$ cat config.mk
export PLATFORM = sky130hd
export DESIGN_NAME = instr_fetch_unit
export DESIGN_NICKNAME = d
export VERILOG_FILES = /design/src/rtl/instr_fetch_unit.sv
export SDC_FILE = /design/constraint.sdc
export NUM_CORES = 1
export LEC_CHECK = 0
export CORE_UTILIZATION = 45
export DETAILED_ROUTE_END_ITERATION = 10
export PLACE_DENSITY = 0.74
export SYNTH_ARGS = -nofsm -noshare
export SYNTH_HDL_FRONTEND = slang
export SYNTH_SLANG_ARGS = --single-unit
$ cat constraint.sdc
create_clock -name clk -period 2.4 [get_ports clk]
set_clock_uncertainty 0.2 [all_clocks]
set_input_delay 0.24 -clock clk [delete_from_list [all_inputs] [get_ports clk]]
set_output_delay 0.24 -clock clk [all_outputs]
set_load 0.02 [all_outputs]
$ cat src/rtl/instr_fetch_unit.sv
// Instruction fetch front end: fetch PC, single-outstanding imem handshake,
// IR plus one-entry skid buffer, stall handling and branch redirect with in-flight drain.
module instr_fetch_unit #(
    parameter logic [63:0] RESET_PC = 64'h0,
    parameter logic [63:0] PC_INC   = 64'd8
) (
    input  logic        clk,
    input  logic        rst_n,
    output logic        imem_req,
    output logic [63:0] imem_addr,
    input  logic        imem_ack,
    input  logic [63:0] imem_rdata,
    input  logic        stall,
    input  logic        redirect_valid,
    input  logic [63:0] redirect_addr,
    output logic [63:0] IR,
    output logic        ir_valid,
    output logic [63:0] ir_pc
);

    typedef enum logic [1:0] {S_FETCH, S_FULL, S_DRAIN} state_t;

    state_t      state_q, state_d;
    logic [63:0] fetch_pc_q, fetch_pc_d;
    logic        imem_req_q, imem_req_d;
    logic [63:0] imem_addr_q, imem_addr_d;
    logic [63:0] ir_q, ir_d;
    logic        ir_valid_q, ir_valid_d;
    logic [63:0] ir_pc_q, ir_pc_d;
    logic [63:0] skid_q, skid_d;
    logic [63:0] skid_pc_q, skid_pc_d;
    logic        skid_valid_q, skid_valid_d;

    logic consume, slot_free, ack;

    always_comb begin
        state_d      = state_q;
        fetch_pc_d   = fetch_pc_q;
        ir_d         = ir_q;
        ir_valid_d   = ir_valid_q;
        ir_pc_d      = ir_pc_q;
        skid_d       = skid_q;
        skid_pc_d    = skid_pc_q;
        skid_valid_d = skid_valid_q;

        consume   = ir_valid_q & ~stall;
        slot_free = ~ir_valid_q | consume;
        // An ack only counts against a request we actually presented.
        ack       = imem_ack & imem_req_q;

        if (redirect_valid) begin
            ir_d         = 64'h0;
            ir_valid_d   = 1'b0;
            ir_pc_d      = 64'h0;
            skid_valid_d = 1'b0;
            fetch_pc_d   = {redirect_addr[63:3], 3'b000};
            state_d      = (imem_req_q && !ack) ? S_DRAIN : S_FETCH;
        end else begin
            unique case (state_q)
                S_FETCH: begin
                    if (consume) begin
                        ir_d       = 64'h0;
                        ir_valid_d = 1'b0;
                    end
                    if (ack) begin
                        fetch_pc_d = fetch_pc_q + PC_INC;
                        if (slot_free && skid_valid_q) begin
                            ir_d       = skid_q;
                            ir_pc_d    = skid_pc_q;
                            ir_valid_d = 1'b1;
                            skid_d     = imem_rdata;
                            skid_pc_d  = imem_addr_q;
                        end else if (slot_free) begin
                            ir_d       = imem_rdata;
                            ir_pc_d    = imem_addr_q;
                            ir_valid_d = 1'b1;
                        end else begin
                            skid_d       = imem_rdata;
                            skid_pc_d    = imem_addr_q;
                            skid_valid_d = 1'b1;
                        end
                    end else if (slot_free && skid_valid_q) begin
                        ir_d         = skid_q;
                        ir_pc_d      = skid_pc_q;
                        ir_valid_d   = 1'b1;
                        skid_valid_d = 1'b0;
                    end
                    state_d = skid_valid_d ? S_FULL : S_FETCH;
                end
                S_FULL: begin
                    if (consume) begin
                        ir_d         = skid_q;
                        ir_pc_d      = skid_pc_q;
                        ir_valid_d   = 1'b1;
                        skid_valid_d = 1'b0;
                        state_d      = S_FETCH;
                    end
                end
                S_DRAIN: begin
                    if (ack) state_d = S_FETCH;
                end
                default: state_d = S_FETCH;
            endcase
        end

        // Request/address are registered from the next state; a drain keeps the
        // abandoned address on the bus until memory acks it.
        imem_req_d  = (state_d != S_FULL);
        imem_addr_d = (state_d == S_DRAIN) ? imem_addr_q : fetch_pc_d;
    end

    always_ff @(posedge clk or negedge rst_n) begin
        if (!rst_n) begin
            state_q      <= S_FETCH;
            fetch_pc_q   <= RESET_PC;
            imem_req_q   <= 1'b0;
            imem_addr_q  <= RESET_PC;
            ir_q         <= 64'h0;
            ir_valid_q   <= 1'b0;
            ir_pc_q      <= 64'h0;
            skid_q       <= 64'h0;
            skid_pc_q    <= 64'h0;
            skid_valid_q <= 1'b0;
        end else begin
            state_q      <= state_d;
            fetch_pc_q   <= fetch_pc_d;
            imem_req_q   <= imem_req_d;
            imem_addr_q  <= imem_addr_d;
            ir_q         <= ir_d;
            ir_valid_q   <= ir_valid_d;
            ir_pc_q      <= ir_pc_d;
            skid_q       <= skid_d;
            skid_pc_q    <= skid_pc_d;
            skid_valid_q <= skid_valid_d;
        end
    end

    assign imem_req  = imem_req_q;
    assign imem_addr = imem_addr_q;
    assign IR        = ir_q;
    assign ir_valid  = ir_valid_q;
    assign ir_pc     = ir_pc_q;

endmodule
==> After elaboration in Yosys (flattened, before gate mapping) <==
Cells that the tools add are included.
{ "word_totals": {"reg_bits": 389, "latchBits": 0, "mem_bits_rw": 0, "rom_bits": 0, "output_inout_bits": 194, "wordCells": 78, "memories": 0} }
{ "classes": {"addsub": 1, "multipliers": 0, "n_div": 0, "magnitude_cmp": 0, "eq_ne": 8, "n_shift": 0, "muxes": 45, "n_bitwise": 6, "reduce_logical": 8} }
{ "ops": {"columns": ["operator", "n"], "rows": [
  ["2-to-1 mux 64 bit", 20],
  ["one-hot mux 64 bit (2 select lines)", 2],
  ["adder 64 x 4 -> 64 bit, second input constant", 1],
  ["2-to-1 mux 1 bit", 16],
  ["2-to-1 mux 2 bit", 4],
  ["inequality test 4 bit, second input constant", 2],
  ["AND reduction 4 bit", 2],
  ["one-hot mux 2 bit (3 select lines)", 1],
  ["== test 2 bit, second input constant", 2],
  ["inequality test 2 x 1 -> 1 bit, second input constant", 2],
  ["one-hot mux 1 bit (2 select lines)", 2],
  ["inequality test 3 bit, second input constant", 1],
  ["inverter 1 bit", 3],
  ["nonzero test 3 bit", 1],
  ["AND 1 bit", 2],
  ["== test 2 x 1 -> 1 bit, second input constant", 1],
  ["logical AND 1 bit", 2],
  ["logical NOT 2 bit", 1],
  ["AND reduction 2 bit", 1],
  ["logical NOT 1 bit", 1],
  ["bitwise OR 1 bit", 1]
]} }

==> Logic depth before layout (Yosys ltp) <==
Gate-level depths: netlist (run 1).
{ "logic_depth": {"depth_word": 12, "depth_mapped": 9} }

==> Worst setup path before layout (run 1) <==
OpenSTA, ideal clock, no wires.
{ "synth_path": {"path_type": "register to register", "startpoint": "reg imem_req_q (netlist: imem_req)", "endpoint": "reg imem_addr_q[63] (netlist: imem_addr[63])", "setup_ns": 0.138, "t_arrival_ns": 2.233, "t_required_ns": 2.062, "setup_slack_ns": -0.171, "stages_incl_launch_ff": 8, "path_buffers": 1, "synth_period_minus_slack_ns": 2.571, "path_cell_list": "dfrtp_1 nand4bb_1 buf_2 nor4_1 nand3_1 nor4_1 mux2i_1 o211ai_1"} }
{ "synth_via": {"elab_chain_cells": 8, "word_cells_on_any_way": 15} }
{ "synth_rtl": {"columns": ["element", "line", "source"], "rows": [
  ["start, declared", "25", "logic imem_req_q, imem_req_d;"],
  ["start signal, assigned", "127", "imem_req_q <= imem_req_d;"],
  ["AND 1 bit", "49", "ack = imem_ack & imem_req_q;"],
  ["2-to-1 mux 1 bit", "65", "if (ack) begin"],
  ["2-to-1 mux 1 bit", "59", "unique case (state_q)"],
  ["2-to-1 mux 1 bit", "51", "if (redirect_valid) begin"],
  ["2-to-1 mux 1 bit", "88", "state_d = skid_valid_d ? S_FULL : S_FETCH;"],
  ["one-hot mux 2 bit (3 select lines)", "59", null],
  ["2-to-1 mux 2 bit", "51", null],
  ["== test 2 bit", "109", "imem_addr_d = (state_d == S_DRAIN) ? imem_addr_q : fetch_pc_d;"],
  ["end signal, assigned", "128", "imem_addr_q <= imem_addr_d;"],
  ["end, declared", "26", "logic [63:0] imem_addr_q, imem_addr_d;"]
]} }
Several ways; a longest one is shown, not always the timed one. The select of a mux whose other input is x is not followed.
A chain may end at the register's enable or synchronous reset.

==> Worst setup path after layout (run 1) <==
{ "layout_path": {"startpoint": "reg fetch_pc_q[18]", "endpoint": "reg imem_addr_q[40] (netlist: imem_addr[40])"} }
{ "layout_via": {"elab_chain_cells": 4} }
{ "layout_rtl": {"columns": ["element", "line", "source"], "rows": [
  ["start, declared", "24", "logic [63:0] fetch_pc_q, fetch_pc_d;"],
  ["start signal, assigned", "126", "fetch_pc_q <= fetch_pc_d;"],
  ["adder 64 x 4 -> 64 bit", "66", "fetch_pc_d = fetch_pc_q + PC_INC;"],
  ["2-to-1 mux 64 bit", "65", null],
  ["2-to-1 mux 64 bit", "59", null],
  ["2-to-1 mux 64 bit", "51", null],
  ["named net fetch_pc_d[40]", "24", null]
]} }
The timed path passes the listed nets, and every way through them passes these cells.

==> results of run 1 <==
==> final timing paths <==
path,start,to,slack (ns),cells past startpoint
max,fetch_pc_q[18],imem_addr[40],-0.25,8
min,rst_n,ir_pc[14],0.03,2
max reg2reg,fetch_pc_q[18],imem_addr[40],-0.25,8
min reg2reg,ir_pc[37],ir_pc[37],0.28,2
max in group asynchronous,rst_n,skid_q[46],1.16,4
min in group clk,redirect_addr[30],fetch_pc_q[30],0.06,3
==> where the power goes <==
part | total, mW | internal, mW | switching [mW]
Clock | 7.05 | 4.34 | 2.71
Combinational | 4.80 | 2.46 | 2.33
Sequential | 8.87 | 7.93 | 0.940
Total | 20.7 | 14.7 | 5.98
==> routing by layer <==
layer | global-route usage [%] | vias to the layer above | routed length [microns]
li1 | - | 6749 | -
met1 | 36.3 | 7522 | 23400
met2 | 41.5 | 512 | 25500
met3 | 5.13 | 134 | 3200
met4 | 13.1 | 4 | 2360
met5 | 0 | - | 26
==> cell type report <==
class / instances / area [sq um]
fillers: 3004 / 13700
flip-flops and latches: 389 / 9740
multi-input cells: 1115 / 8080
repair buffers: 514 / 5050
clock buffers: 64 / 1280
well taps: 518 / 648
clock inverters: 14 / 240
inverters: 10 / 37.5
diodes: 6 / 15.0
==> kinds of logic (layout without fill, tap and decap cells) <==
group,after synthesis,after routing,share of synthesized area [%]
simple gates,487,487,13.4
flops,389,389,55.1
compound gates,341,341,11.9
mux,241,241,14.9
buf+inv,115,602,2.51
xor+xnor,45,45,2.23
fa+ha+maj,1,1,0.0708
other cells,0,6,0
==> worst register-to-register path: stages (launching register included) <==
cell and delay, ns:
dfrtp_1 0.38, buf_4 0.14, nand2_1 0.05, or4_4 0.61
nor4_4 0.49, buf_4 0.19, xnor2_1 0.12, o21ai_1 0.11
mux2_2 0.27
==> cell usage in the layout, fill, tap and decap left out, types with 24 or more instances in the layout <==
cell             instances
buf_12                  26
buf_4                  151
clkbuf_16               45
clkdlybuf4s50_1        321
dfrtp_1                387
mux2_2                 159
mux2i_1                 71
nand2_1                182
nand4_1                 32
nor2_1                 133
o21ai_0                208
o221ai_1                63
xor2_1                  24
==> through the flow <==
step	std cells	TNS [ns]	util, %
4_1_cts	2604	-1.07	63.4
3_3_place_gp	2513	-27.64	58.8
5_1_grt	2630	-5.33	64.7
2_1_floorplan	1619	-0.199	-
3_5_place_dp	2513	-39.35	58.8
6_report	2630	-2.09	64.7
==> sequential cells by signal, summed over array words and instances, names as in the netlist, 2 cells and up <==
register / cells
imem_addr: 64
IR: 64
skid_q: 64
ir_pc: 64
fetch_pc_q: 64
skid_pc_q: 64
state_q: 2
==> what timing repair did <==
item,CTS,global route
endpoints found under the hold margin,354,0
endpoints found under the setup margin,43,66
hold buffers,2,0
resized for setup,35,71
pin swaps,10,38
cloned,0,0
buffers inserted,12,24
==> run metrics, run 1 <==
Final Max Slew Viols 0; Num CTS Buffers 43; IO Count 327; initial antenna violation count 8; clk slew on worst S/H paths 0.06 ns; Initial Util 45.6%; top cells by count, synth dfrtp_1, o21ai_0, nand2_1, mux2_2, nor2_1; async set-reset flop share out of synthesis 100%; Setup-failing EPs final 28; Final nets 2207; Synth area leaders dfrtp_1, mux2_2, o21ai_0; first-pass GRT wire length 85.6 mm; Die ar. 40100 sq um; most common cell in the synthesized netlist dfrtp_1; part of the cycle the worst path needs 111%; mapped cell area 17700 sq um; worst path bufs/invs 2; crit path cell chain buf_4 > nand2_1 > or4_4 > nor4_4 > buf_4 > xnor2_1 > o21ai_1 > mux2_2; via/cell ratio 5.67; Post-Synthesis Cells 1619; ys flop type dfrtp_1; Post-Route WL 54.5 mm; Tmin final 2.65 ns; Seq/Total Area, Yosys 55.1%; Yosys cell types 59; Setup CP Type reg -> reg; Die Wd 200 microns; outcome complete, but fails checks; clock sinks 389; CP top delay family simple AND/OR/NAND/NOR gates; vias in the first global route 15400; grt ovf 0; Die Height 200 microns; core box area 38700 sq um; 1st-iter DRT viols 1003; CP max-delay cell or4_4; startpoint type of the worst setup path register; # DRC 0; critical path peak fanout 4; placed inst area 22800 sq um; number of max-cap violations 0; PD cells 826 nW/um^2; Mapped Nets 1753; Slew @ Worst Pin 0.483 ns; Finished Cell Area 25100 sq um; root buffer cell clkbuf_16; CTS HTree Levels 2; worst skew pair latency 0.55 ns; CP endpoint kind register; Total Power 20.7 mW; top cell type's share of synthesized area 55.1%; Port Buffers 323; final hold vios 0; peak supply drop 0.560 mV; row cnt 72; Tot GR Track Use 26.8%; post-DP HPWL 36.9 mm; setup ws final -0.253 ns; CP max stage delay 0.61 ns; synth warn 0; slew margin rel. 67.8%; required time worst endpoint 2.64 ns; share of layout cells above drive strength 1 24.4%; cell mode on critical path buf_4; violated checks setup timing; Yosys reg bits 389; P&R area growth vs syn 41.9%; average size of a mapped cell 10.9 sq um; FMAX 377 MHz; CTS tree built; Yosys top cell by area dfrtp_1; CP Data Arrival Time 2.89 ns; pin count of the biggest net entering global routing 65; WHS 0.0281 ns; unrepaired setup endpoints after global routing yes; CTS Buffer Depth 3; Vias 14900; routability cong. 0.930; LEAKAGE 10.9 nW; Hold Crit Class in -> async; Pre-antenna DRT Iters 5; wire per inst 20.7 microns; pre-CTS setup slack -0.551 ns; Post-synth EDFFs 0; ANT nets after route 0
Note: power is estimated with default switching activity, not from simulation.
==> run 2, diff against run 1 <==
- GPL_TIMING_DRIVEN: unset -> 0
==> run 2 against run 1 <==
Effect of this change:
- the run still ends with setup timing left
- sequential power is 1% higher
- combinational power is 4.6% higher
- critical path depth is 1 lower
- register-to-register slack hardly changed
- setup slack worse by 0.011 ns
- via count is 3.3% higher
- final area is 2.1% higher
- critical path type unchanged
- largest power group unchanged
==> run metrics, run 2 (synthesis gave the netlist of run 1 again) <==
pre-CTS setup slack -1.30 ns; part of the cycle the worst path needs 111%; FMAX 375 MHz; CP max stage delay 0.58 ns; core box area 38700 sq um; setup ws final -0.264 ns; 1st-iter DRT viols 1221; leading cell type in the layout, fill and taps excluded dfrtp_1; final hold vios 0; critical path peak fanout 6; Stages on worst setup path 7; clock sinks 389; worst skew pair latency 0.56 ns; row cnt 72; fin util 66.1%; required time worst endpoint 2.64 ns; initial antenna violation count 8; unrepaired setup endpoints after global routing yes; CTS Buffer Depth 3; Final Max Slew Viols 0; R2R cell count 7; crit path cell chain nand3_1 > or4_4 > buf_12 > nor4_4 > nor2_1 > a221o_1 > mux2_4; share of layout cells above drive strength 1 27.3%; slew margin rel. 49.7%; CTS HTree Levels 2; Setup-failing EPs final 48; Pre-antenna DRT Iters 7; Final nets 2235; CP top delay family simple AND/OR/NAND/NOR gates; worst path bufs/invs 1; CP max-delay cell or4_4; Die ar. 40100 sq um; most frequent cells in the layout dfrtp_1, clkdlybuf4s50_1, o21ai_0, nand2_1, nor2_1; violated checks setup timing; Tot GR Track Use 27.8%; Tmin final 2.66 ns; RR Startpoint fetch_pc_q[27]; Port Buffers 323; first-pass GRT wire length 87.3 mm; placed inst area 21700 sq um; IO Count 327; routability cong. 0.948; Hold Crit Class in -> async; Slew @ Worst Pin 0.754 ns; CP endpoint kind register; peak supply drop 0.624 mV; clk slew on worst S/H paths 0.06 ns; PD cells 796 nW/um^2; Finished Cell Area 25600 sq um; Initial Util 45.6%; Die Height 200 microns; root buffer cell clkbuf_16; Setup CP Type reg -> reg; via/cell ratio 5.81; startpoint type of the worst setup path register; LEAKAGE 11.1 nW; Post-Route WL 59.2 mm; post-DP HPWL 39.2 mm; Final Non-Filler Cells 2652; # DRC 0; CTS tree built; RR Endpoint imem_addr[43]; CP Data Arrival Time 2.90 ns; P&R area growth vs syn 44.9%; outcome complete, but fails checks; wire per inst 22.3 microns; WHS 0.0519 ns; Num CTS Buffers 42; ANT nets after route 0; number of instances in the placed design 2465; number of max-cap violations 0; Vias 15400; vias in the first global route 15200; grt ovf 0; Worst R2R Setup Slack -0.26 ns; Die Wd 200 microns; pin count of the biggest net entering global routing 122
run 2: changes by cell type in the layout (fill, tap and decap cells not counted), moves of 10 or more:
cell      change
o21ai_0      -14
buf_8        +10
clkbuf_2     +31
o221ai_2     +19
mux2_4       +37
buf_4        -71
mux2_2       -37
clkbuf_1     +18
dfrtp_1      -18
clkbuf_4     +13
buf_6        +22
o221ai_1     -19
dfrtp_2      +18
run 2: layout make-up:
class	instances	area [sq um]
multi-input combinational	1115	8560
clock buffer	66	1290
sequential	389	9760
inverter	10	41.3
tap	518	648
buffer	99	774
clock inverter	6	62.6
antenna	5	12.5
timing repair buffer	444	4470
fill	2922	13100
run 2: where the power goes:
part	total, mW	leakage, nW	switching, mW	internal [mW]
Sequential	8.98	4.91	1.04	7.94
Combinational	5.02	5.55	2.42	2.60
Clock	6.40	0.656	2.60	3.80
run 2: repair_timing:
item,CTS,global route
setup endpoints to repair,365,326
hold buffers,2,0
hold endpoints to repair,271,0
gates resized for setup,168,324
setup buffers,48,64
pin swaps,44,76
cloned,0,3
run 2: metal layers:
layer	share of wire [%]	up-vias	track usage (%)
met5	0.069	-	0
met4	3.8	6	10.5
met3	6.6	139	5.89
met2	47	623	43.9
met1	42	7808	37.8
li1	-	6832	-
run 2: how the worst max path moves through the flow:
| stage | end | start | slack (ns) |
|---|---|---|---|
| after floorplan | imem_addr[51] | fetch_pc_q[3] | -0.06 |
| after global placement | imem_req | rst_n | -17.49 |
| after detailed placement | skid_pc_q[28] | imem_ack | -1.30 |
| after CTS | imem_addr[51] | fetch_pc_q[3] | -0.26 |
| after global routing | imem_addr[43] | state_q[0] | -0.32 |
| final | imem_addr[43] | fetch_pc_q[27] | -0.26 |
run 2: stage by stage:
stage	power [mW]	TNS (ns)
floorplan	11.2	-0.199
global placement	13.2	-6570.32
detailed placement	13.4	-345.02
CTS	20.0	-4.02
global route	21.3	-10.67
finish	20.4	-4.38
run 2: tightest hold or removal path: cells and delay by family:
| kind | cells | cell delay (ns) |
|---|---|---|
| buffers and inverters | 3 | 0.94 |
==> run 3, diff against run 2 <==
- MAX_ROUTING_LAYER: unset -> met4
==> run 3 against run 2 <==
Effect of this change:
- the flow still finishes with violations (setup timing)
- sequential power hardly changed
- count of clock-buffer cells in the layout decreased by 1
- global-route usage grew 0.94 points
- power up 1.6%
- wire length fell by 3.2%
- final area down 2.0%
- non-clock buffer count fell by 33
- register-to-register slack gained 0.10 ns
==> run metrics, run 3 (synthesis gave the netlist of run 1 again) <==
outcome complete, but fails checks; violated checks setup timing; NetSw 6.05 mW; peak supply drop 0.510 mV; Pint 14.7 mW; startpoint type of the worst setup path register; root buffer cell clkbuf_16; Final Max Slew Viols 0; IO Count 327; Num CTS Buffers 42; CP endpoint kind register; Vias 15100; clock sinks 389; Port Buffers 323; switching share of power 29.2%; CP Data Arrival Time 2.80 ns; part of the cycle the worst path needs 107%; Post-Route WL 57.3 mm; required time worst endpoint 2.63 ns; ANT nets after route 0; LEAKAGE 10.8 nW; row cnt 72; routed wl met3 3.46 mm; # DRC 0; Slew @ Worst Pin 0.877 ns; PD cells 826 nW/um^2; first-pass GRT wire length 87.5 mm; 1st-iter DRT viols 985; CTS Buffer Depth 3; Setup-failing EPs final 36; slew margin rel. 41.6%; DR WL met2 27.0 mm; Pre-antenna DRT Iters 6; via/cell ratio 5.76; vias in the first global route 15200; wire per inst 21.8 microns; critical path peak fanout 4; worst skew pair latency 0.56 ns; clk slew on worst S/H paths 0.06 ns; Finished Cell Area 25100 sq um; routability cong. 0.952; Hold Crit Class in -> async; core box area 38700 sq um; final hold vios 0; grt ovf 0; initial antenna violation count 6; FMAX 390 MHz; Initial Util 45.6%; Tot GR Track Use 28.8%; setup ws final -0.162 ns; Final nets 2202; post-DP HPWL 39.4 mm; WHS 0.0150 ns; Clk pwr share 33.8%; leading cell type in the layout, fill and taps excluded dfrtp_1; WL met1 24.8 mm; unrepaired setup endpoints after global routing yes; CTS tree built; combinational cell fraction of total power 23.1%; Seq pwr share 43.2%; placed inst area 21700 sq um; Die Wd 200 microns; P&R area growth vs syn 42.0%; Tmin final 2.56 ns; CTS HTree Levels 2; Max Used Layer met4; pin count of the biggest net entering global routing 120; Setup CP Type reg -> reg; share of layout cells above drive strength 1 26.3%; number of max-cap violations 0; Die ar. 40100 sq um; most frequent cells in the layout dfrtp_1, clkdlybuf4s50_1, o21ai_0, nand2_1, mux2_2; Die Height 200 microns
[run 3: cell count changes in the layout (fill, tap and decap cells not counted), moves of 6 or more]
cell	delta
buf_6	-19
mux2_4	-35
buf_12	-12
clkbuf_8	+6
mux2_2	+35
[run 3: layout make-up]
cell class                 count  area, sq um
tap                          518          648
multi-input combinational   1115         8390
inverter                      10         41.3
clock buffer                  65         1320
timing repair buffer         409         4030
fill                        2969        13600
buffer                       101          714
clock inverter                12          185
sequential                   389         9760
antenna                        6         15.0
[run 3: through the flow]
stage / cells / power [mW] / setup TNS (ns) / util [%] / setup WS [ns]
final: 2625 / 20.7 / -2.78 / 64.8 / -0.162
after global routing: 2625 / 21.6 / -8.38 / 64.8 / -0.241
after CTS: 2588 / 20.6 / -2.01 / 62.4 / -0.178
after detailed placement: 2465 / 13.4 / -344.90 / 56.0 / -1.35
after global placement: 2460 / 13.2 / -6566.57 / 55.7 / -17.48
after floorplan: 1619 / 11.2 / -0.199 / - / -0.0620
[run 3: final timing paths]
kind                                        start              to  slack [ns]  depth (start not counted)
min in group clk                redirect_addr[63]  fetch_pc_q[63]        0.06                          3
worst min register to register          ir_pc[48]       ir_pc[48]        0.28                          2
worst min-delay path                        rst_n       ir_pc[22]        0.01                          2
max in group asynchronous                   rst_n          IR[17]        0.99                          3
worst max register to register         state_q[1]   imem_addr[43]       -0.16                          6
worst max-delay path                   state_q[1]   imem_addr[43]       -0.16                          6
[run 3: critical path, cell delays in order, from the launching register on]
cell,delay (ns)
dfrtp_1,0.39
nand4bb_4,0.25
or4_4,0.60
nor4_4,0.32
nor2_1,0.07
a221o_1,0.32
mux2_4,0.28
[run 3: what timing repair did]
action	4_1_cts	5_1_grt
hold endpoints to repair	389	0
gates resized for setup	179	223
setup endpoints to repair	362	320
pin swaps	38	42
gates cloned	0	1
setup buffers	48	31
hold buffers	1	0
[run 3: power by group through the flow]
stage	Combinational [mW]	Sequential, mW	Clock, mW
after floorplan	1.96	9.26	0
after global placement	4.29	8.92	0
after detailed placement	4.44	8.97	0
after CTS	4.62	8.88	7.08
after global routing	5.12	9.11	7.35
final	4.78	8.95	7.00
[run 3: per-layer routing]
layer  track usage, %  up-vias
li1                 -     6772
met1             38.1     7679
met2             43.1      555
met3             5.74      116
met4             12.2        0
met5                -        -
